--- src/rtl/wb_bypass_history.sv ---
// wb_bypass_history: write-back forwarding to NUM_RD read ports from the current write and a DEPTH-entry history.
// Optional WB_BYPASS_STATS_EN adds per-port saturating hit counters on fwd_cnt.
module wb_bypass_history #(
    parameter int DATA_W = 32,
    parameter int ADDR_W = 5,
    parameter int NUM_RD = 2,
    parameter int DEPTH  = 2
) (
    input  logic                     clk,
    input  logic                     reset_n,
    input  logic                     wb_we,
    input  logic [ADDR_W-1:0]        wb_addr,
    input  logic [DATA_W-1:0]        wb_data,
    input  logic                     hist_inv,
    input  logic [NUM_RD*ADDR_W-1:0] rd_addr,
    input  logic [NUM_RD*DATA_W-1:0] rf_rdata,
    output logic [NUM_RD*DATA_W-1:0] rd_data,
`ifdef WB_BYPASS_STATS_EN
    output logic [NUM_RD*16-1:0]     fwd_cnt,
`endif
    output logic [NUM_RD-1:0]        fwd_hit
);
    logic [DEPTH-1:0]  h_v;
    logic [ADDR_W-1:0] h_a [DEPTH];
    logic [DATA_W-1:0] h_d [DEPTH];
    logic [ADDR_W-1:0] a;
    logic [DATA_W-1:0] hd;
    logic              hh, same;

    always_ff @(posedge clk or negedge reset_n) begin
        if (!reset_n) begin
            h_v <= '0;
        end else begin
            h_v[0] <= wb_we && wb_addr != '0;
            for (int k = 1; k < DEPTH; k++) h_v[k] <= h_v[k-1] && !hist_inv;
        end
    end

    // Address/data carry no reset: they are only meaningful under h_v.
    always_ff @(posedge clk) begin
        h_a[0] <= wb_addr;
        h_d[0] <= wb_data;
        for (int k = 1; k < DEPTH; k++) begin
            h_a[k] <= h_a[k-1];
            h_d[k] <= h_d[k-1];
        end
    end

    always_comb begin
        rd_data = rf_rdata;
        fwd_hit = '0;
        a       = '0;
        hd      = '0;
        hh      = 1'b0;
        same    = 1'b0;
        for (int i = 0; i < NUM_RD; i++) begin
            a  = rd_addr[i*ADDR_W +: ADDR_W];
            hh = 1'b0;
            hd = '0;
            // Scan oldest to youngest so the youngest match overrides.
            for (int k = DEPTH - 1; k >= 0; k--) begin
                if (h_v[k] && h_a[k] == a) begin
                    hh = 1'b1;
                    hd = h_d[k];
                end
            end
            same = reset_n && wb_we && wb_addr == a;
            if (a != '0 && (same || hh)) begin
                fwd_hit[i] = 1'b1;
                rd_data[i*DATA_W +: DATA_W] = same ? wb_data : hd;
            end
        end
    end

`ifdef WB_BYPASS_STATS_EN
    always_ff @(posedge clk or negedge reset_n) begin
        if (!reset_n) begin
            fwd_cnt <= '0;
        end else begin
            for (int i = 0; i < NUM_RD; i++)
                if (fwd_hit[i] && fwd_cnt[i*16 +: 16] != 16'hFFFF)
                    fwd_cnt[i*16 +: 16] <= fwd_cnt[i*16 +: 16] + 16'd1;
        end
    end
`endif
endmodule
--- config.mk ---
export PLATFORM = sky130hd
export DESIGN_NAME = wb_bypass_history
export DESIGN_NICKNAME = d
export VERILOG_FILES = /design/src/rtl/wb_bypass_history.sv
export SDC_FILE = /design/constraint.sdc
export NUM_CORES = 1
export LEC_CHECK = 0
export BUFFER_PORTS_ARGS = -buffer_cell sky130_fd_sc_hd__buf_2
export CELL_PAD_IN_SITES_DETAIL_PLACEMENT = 1
export CELL_PAD_IN_SITES_GLOBAL_PLACEMENT = 1
export CORE_ASPECT_RATIO = 1.1
export CORE_MARGIN = 5
export CORE_UTILIZATION = 36
export CTS_CLUSTER_SIZE = 16
export DETAILED_ROUTE_END_ITERATION = 10
export PLACE_DENSITY_LB_ADDON = 0.1
export RECOVER_POWER = 100
export SLEW_MARGIN = 10
export SYNTH_ARGS = -nofsm -noshare
export SYNTH_HDL_FRONTEND = slang
export SYNTH_SLANG_ARGS = --single-unit
--- constraint.sdc ---
create_clock -name clk -period 3.9 [get_ports clk]
set_input_delay 0.39 -clock clk [delete_from_list [all_inputs] [get_ports clk]]
set_output_delay 0.39 -clock clk [all_outputs]
set_load 0.02 [all_outputs]
# Word-level counts from Yosys, hierarchy flattened
# Memories as Yosys holds them, arrays and structs flattened.
# Cells that the tools add are included.
# W data, S select, Z words.
# word_totals
ff_bits	2
latchBits	0
ram_bits	74
romBits	0
output_inout_bits	66
word_cells	40
mem_count	2
# mem_list
memory	words	width	rd	rd_ports_with_merged_regs	wr	line_no	text
h_d	2	32	2	0	2	25	logic [DATA_W-1:0] h_d [DEPTH];
h_a	2	5	2	0	2	24	logic [ADDR_W-1:0] h_a [DEPTH];
# classes
addsub	0
mul	0
div	0
n_lt_le_gt_ge	0
n_eq_ne	6
shifts	0
n_mux	14
n_bitwise	0
reduce_logical	17
# ops
cell	n
$mux W32	8
$eq A5 B5 Y1	6
$reduce_bool A5 Y1	3
$logic_and A1 B1 Y1	11
$mux W1	6
$logic_or A1 B1 Y1	2
$logic_not A1 Y1	1

# Logic depth before layout (Yosys ltp)
# Gate-level depths: netlist of the first run.
# depth
ltp_word	7
depth_mapped	8
ltp_nobuf	6

# Worst setup path before layout of the first run
# Ideal clock, no wire load.
# synth_path
kind	input to output
start	in wb_addr[4]
end	out rd_data[24]
arrival_time_ns	1.990
required_ns	3.510
path_slack_ns	1.520
cell_stages	7
path_buffers	2
cell_sequence	xor2_1 -> nor4_1 -> nand4_1 -> a31o_2 -> buf_2 -> clkbuf_1 -> o21ai_0
# synth_between
elab_chain_cells	5
# synth_rtl
element	line_no	text
from (decl)	12	input logic [ADDR_W-1:0] wb_addr,
$eq A5 B5 Y1 *	67	same = reset_n && wb_we && wb_addr == a;
$logic_and A1 B1 Y1 *	67	
$logic_or A1 B1 Y1	68	if (a != '0 && (same || hh)) begin
$logic_and A1 B1 Y1	68	
$mux W32 *	68	
to (decl)	17	output logic [NUM_RD*DATA_W-1:0] rd_data,
# Every way passes the cells marked *; elsewhere a longest branch is shown, timed or not.

==> flow_summary.yaml, run 1 <==
detailed_routing:
  initialDrtViolationCount: 163
  totalWireLength_um: 14400
  ant_nets: 0
  wire_per_inst_um: 17.1
  drc: 0
  avgViaCountPerCell: 5.44
  vias: 4588
  first_pass_iters: 5
setup_path:
  worstPathArrival_ns: 3.00
  reg2reg_from: "h_v[0]"
  path_max_fanout: 20
  r2r_cells: 1
  reg2reg_to: "h_v[1]"
  reg2reg_slack_ns: 2.87
  cp-start-kind: "register"
  critPathRequiredTime_ns: 3.51
  endpoint_kind: "output port"
  critPathKind: "reg2out"
cells_and_area:
  mostFrequentLayoutCells: "130 x nand2_1, 100 x clkbuf_1, 96 x o21ai_0"
  fillers: 1510
  final_common_cell: "nand2_1"
  stdcell_area_um2: 5250
  area_growth_pct: 28.3
  stdcell_count: 843
  diodes: 0
  fin_nets: 807
  drive_gt1_frac: 0.184
outcome:
  status: "completed"
global_route:
  antenna_found_initial: 1
  grt_max_degree: 66
  grt_pass1_wl_um: 23400
  grt_usage: 0.208
  globalRouteOverflowTotal: 0
  grt_pass1_vias: 4723
job:
  max_cap_viol_count: 0
hold_path:
  worstHoldStart: "wb_data[29]"
  min_path_type: "in2reg"
  hold_end: "h_d[0][29]"
  hold_depth: 1
logic_synthesis:
  syn-instance-count: 541
  synth_xor_xnor_area_share: 0.0643
  synth_top_area_share: 0.362
  yosysWarnings: 0
  synth_top_family_by_area: "compound AO/OA/AOI/OAI gates"
  yosys.area_share.simple: 0.179
  postSynthRegisterBits: 76
  yosysUniqueCellTypes: 29
  syn_area_um2: 4090
  ys_seq_area_frac: 0.375
  post-synth-top-area-cell: "dfxtp_1"
  synth.area.top_cells: "dfxtp_1 36%, nand2_1 12%, o21ai_0 12%, o221ai_1 6.9%, o31ai_2 6.1%"
  muxShareOfSynthArea: 0
  syn_avg_cell_area_um2: 7.56
  synth.net_count: 656
  synth-adder-area-share: 0
  synth_compound_area_frac: 0.326
sta:
  finalCriticalPeriod_ns: 3.39
  finClkSkew_ns: 0.00540
  finalSetupViolCount: 0
  max_slew_margin: 0.298
  max_freq_mhz: 295
  timing.final.crit_share: 0.869
  rsz0062_at_grt: "false"
  finalHoldViolations: 0
  slew_viol_final: 0
  setup_ws_ns: 0.510
  fin_tns_setup_ns: 0
  worst_pin_slew_ns: 1.05
placed_design:
  place.gp.congestion: 0.900
  dp_cells: 827
  place_area_um2: 5070
  port_buffers: 180
  place_hpwl_um: 10200
  place_ws_ns: 0.987
floorplan:
  die_area_um2: 13600
  std_cell_rows: 40
  core_area_um2: 11000
  pin_count: 181
  initial_core_util: 0.371
  fp.dieH_um: 122
  die_x_um: 112
clock_network:
  h-tree-depth: 3
  cts_inserted_buffers: 9
  cts_sinks: 76
  clk_pin_slew_worst_paths_ns: 0.06
  clockBufferDepth: 2
  cts_tree: "built"
  clockRootBuffer: "clkbuf_16"
  clock_latency_ns: 0.33
  post-cts-setup-buffer-count: 0
power_and_ir_drop:
  ir_worst_vdd_v: 0.000165
  p_leak_nw: 2.16
  power_density_nw_per_um2: 379
-- cell type report --
cell class,count,area (um2),share of cell area
Clock inverter,1,5.00,0.000954
Multi-Input combinational cell,411,2340,0.447
Clock buffer,14,284,0.0542
Sequential cell,76,1530,0.292
Timing Repair Buffer,192,890,0.170
Inverter,2,7.51,0.00143
Tap cell,147,184,0.0351
-- where the power goes --
part	leakage [nW]	switching, mW	internal (mW)
clock	0.145	0.301	0.496
sequential	0.648	0.0274	0.820
combinational	1.36	0.224	0.119
total	2.16	0.553	1.43
-- cell usage after synthesis, drive strengths merged --
| master | instances |
|---|---|
| buf | 11 |
| nor2b | 1 |
| xnor2 | 7 |
| nor2 | 37 |
| nand4 | 3 |
| dfrtp | 2 |
| o221ai | 32 |
| nor3 | 4 |
| a31oi | 32 |
| or4 | 2 |
| and3 | 1 |
| a31o | 1 |
| nand2b | 1 |
| o21ai | 96 |
| inv | 2 |
| clkbuf | 41 |
| dfxtp | 74 |
| xor2 | 23 |
| o211ai | 1 |
| nand3 | 3 |
| or2 | 1 |
| o21a | 1 |
| a32o | 1 |
| nand2 | 130 |
| o31ai | 32 |
| nor4 | 2 |
-- registers in the layout, indices dropped and copies added (netlist names) --
| name | count |
|---|---|
| h_a | 10 |
| h_d | 64 |
| h_v | 2 |
-- how the worst max path moves through the flow --
| stage | startpoint | end | slack (ns) | cells past startpoint |
|---|---|---|---|---|
| after detailed placement | rd_addr[7] | rd_data[35] | 0.99 | 9 |
| after floorplan | wb_addr[4] | rd_data[24] | 1.52 | 7 |
| final | h_a[0][2] | rd_data[35] | 0.51 | 8 |
| after global routing | h_a[0][2] | rd_data[33] | 0.34 | 8 |
| after CTS | h_a[0][2] | rd_data[35] | 0.81 | 8 |
| after global placement | rd_addr[6] | rd_data[44] | 1.03 | 9 |
-- logic make-up after synthesis --
| group | Yosys count |
|---|---|
| AND/OR/NAND/NOR | 185 |
| buffers and inverters | 54 |
| XOR/XNOR | 30 |
| AO/OA/AOI/OAI | 196 |
| flip-flops | 76 |
-- critical path: stages, from the launching register on --
cell and delay [ns]:
dfxtp_1 0.35, xor2_1 0.16, nor3_1 0.36, nand2_1 0.38, clkbuf_1 0.47, o21ai_0 0.32
a31oi_1 0.08, o31ai_1 0.29, clkbuf_1 0.26
-- metrics by stage --
stage | hold WS, ns | util | power (mW)
2_1_floorplan | 0.0944 | - | 1.06
4_1_cts | 0.170 | 0.488 | 2.03
5_1_grt | 0.200 | 0.476 | 2.08
6_report | 0.204 | 0.476 | 1.99
3_3_place_gp | 0.192 | 0.461 | 1.21
3_5_place_dp | 0.195 | 0.461 | 1.22
-- per-layer routing --
metal / global-route usage / vias to the layer above / part of all wire
met1: 0.256 / 2202 / 0.43
li1: - / 2239 / -
met3: 0.0527 / 12 / 0.056
met5: 0 / - / 0.00049
met2: 0.362 / 133 / 0.50
met4: 0.0548 / 2 / 0.010
-- timing repair --
| item | 4_1_cts | 5_1_grt |
|---|---|---|
| hold buffers | 1 | 0 |
| gates resized for setup | 0 | 0 |
| hold endpoints to repair | 2 | 0 |
(Power assumes the default switching activity.)
==> run 2: changes to the inputs <==
--- a/config.mk
+++ b/config.mk
@@ -9,13 +9,12 @@
 export CELL_PAD_IN_SITES_DETAIL_PLACEMENT = 1
 export CELL_PAD_IN_SITES_GLOBAL_PLACEMENT = 1
 export CORE_ASPECT_RATIO = 1.1
-export CORE_MARGIN = 5
-export CORE_UTILIZATION = 36
+export CORE_MARGIN = 2
+export CORE_UTILIZATION = 33
 export CTS_CLUSTER_SIZE = 16
 export DETAILED_ROUTE_END_ITERATION = 10
 export PLACE_DENSITY_LB_ADDON = 0.1
 export RECOVER_POWER = 100
-export SLEW_MARGIN = 10
 export SYNTH_ARGS = -nofsm -noshare
 export SYNTH_HDL_FRONTEND = slang
 export SYNTH_SLANG_ARGS = --single-unit
==> constraint.sdc (replaced) <==
create_clock -name clk -period 3.89 [get_ports clk]
set_input_delay 0.389 -clock clk [delete_from_list [all_inputs] [get_ports clk]]
set_output_delay 0.389 -clock clk [all_outputs]
set_load 0.02 [all_outputs]
==> flow_summary.yaml, run 2 (synthesis results as in run 1) <==
clock_network:
  clockBufferDepth: 2
  cts_resized: 0
  clock_latency_ns: 0.33
  cts_tree: "built"
  clk_pin_slew_worst_paths_ns: 0.06
  cts_inserted_buffers: 9
  clockRootBuffer: "clkbuf_16"
  h-tree-depth: 3
  cts_sinks: 76
sta:
  rsz0062_at_grt: "false"
  worst_hold_slack_ns: 0.194
  finalSetupViolCount: 0
  max_freq_mhz: 298
  setup_ws_ns: 0.532
  timing.final.crit_share: 0.863
  slew_viol_final: 0
  fin_tns_setup_ns: 0
  worst_pin_slew_ns: 1.04
  finalCriticalPeriod_ns: 3.36
  finalHoldViolations: 0
  finClkSkew_ns: 0.00365
  max_slew_margin: 0.308
cells_and_area:
  diodes: 0
  stdcell_count: 850
  regArea_um2: 1530
  final_common_cell: "nand2_1"
  drive_gt1_frac: 0.194
  fin_nets: 806
  final_util: 0.434
  mostFrequentLayoutCells: "130 x nand2_1, 96 x o21ai_0, 94 x buf_2"
  area_growth_pct: 28.4
  largest_register: "h_d"
  stdcell_area_um2: 5250
  largest_reg_flops: 64
  reg_top3: "h_d: 64 flops, h_a: 10 flops, h_v: 2 flops"
  multi_input_area_um2: 2320
  fillers: 1578
outcome:
  status: "completed"
detailed_routing:
  first_pass_iters: 4
  drc: 0
  initialDrtViolationCount: 185
  totalWireLength_um: 14400
  avgViaCountPerCell: 5.35
  wire_per_inst_um: 16.9
  ant_nets: 0
  vias: 4548
power_and_ir_drop:
  power_mw: 2.09
  p_leak_nw: 2.19
  ir_worst_vdd_v: 0.000176
  power_density_nw_per_um2: 398
floorplan:
  initial_core_util: 0.338
  pin_count: 181
  die_area_um2: 13300
  die_x_um: 110
  core_area_um2: 12100
  std_cell_rows: 42
  fp.dieH_um: 121
setup_path:
  critPathRequiredTime_ns: 3.50
  worstPathArrival_ns: 2.97
  endpoint_kind: "output port"
  critPathKind: "reg2out"
  cp-start-kind: "register"
  path_max_fanout: 20
placed_design:
  port_buffers: 180
  place.gp.congestion: 0.842
  place_ws_ns: 0.955
  place_area_um2: 5080
  dp_cells: 833
  place_hpwl_um: 9950
global_route:
  globalRouteOverflowTotal: 0
  grt_pass1_vias: 4674
  antenna_found_initial: 0
  grt_pass1_wl_um: 23100
  grt_usage: 0.221
  grt_max_degree: 66
hold_path:
  min_path_type: "in2reg"
job:
  max_cap_viol_count: 0
[run 2: final timing paths]
kind | startpoint | endpoint | slack, ns | cells after the start
worst max-delay path | h_v[0] | rd_data[47] | 0.53 | 6
worst min-delay path | hist_inv | h_v[1] | 0.19 | 2
worst max register to register | h_v[0] | h_v[1] | 2.07 | 2
worst min register to register | h_d[0][19] | h_d[0][51] | 0.35 | 0
max in group asynchronous | reset_n | h_v[1] | 3.28 | 2
min in group asynchronous | reset_n | h_v[0] | 0.41 | 2
[run 2: repair_timing]
action / 4_1_cts / 5_1_grt
setup buffers: 0 / 0
endpoints found under the hold margin: 2 / 0
hold buffers: 1 / 0
[run 2: area by class of cell]
| cell class | count | share of cell area |
|---|---|---|
| clock buffer | 11 | 0.0462 |
| clock inverter | 5 | 0.0143 |
| inverter | 2 | 0.00143 |
| sequential | 76 | 0.292 |
| tap | 154 | 0.0367 |
| multi-input combinational | 411 | 0.441 |
| timing repair buffer | 191 | 0.168 |
[run 2: critical path, stage by stage (launching register included)]
cell and delay [ns]:
dfrtp_1 0.64, nand3_1 0.23, and3_1 0.54, clkbuf_2 0.52
a31oi_1 0.17, o31ai_2 0.25, clkbuf_1 0.27
[run 2: where the power goes]
group	switching, mW	internal, mW	leakage [nW]	total, mW
registers	0.0313	0.822	0.648	0.853
clock network	0.322	0.576	0.159	0.898
logic	0.218	0.119	1.38	0.337
total	0.571	1.52	2.19	2.09
[run 2: metal layers]
| metal | track usage | part of all wire | up-vias |
|---|---|---|---|
| met1 | 0.279 | 0.45 | 2183 |
| met3 | 0.0313 | 0.045 | 13 |
| met5 | 0 | 0 | - |
| met4 | 0.0711 | 0.012 | 0 |
| met2 | 0.382 | 0.49 | 115 |
| li1 | - | - | 2237 |
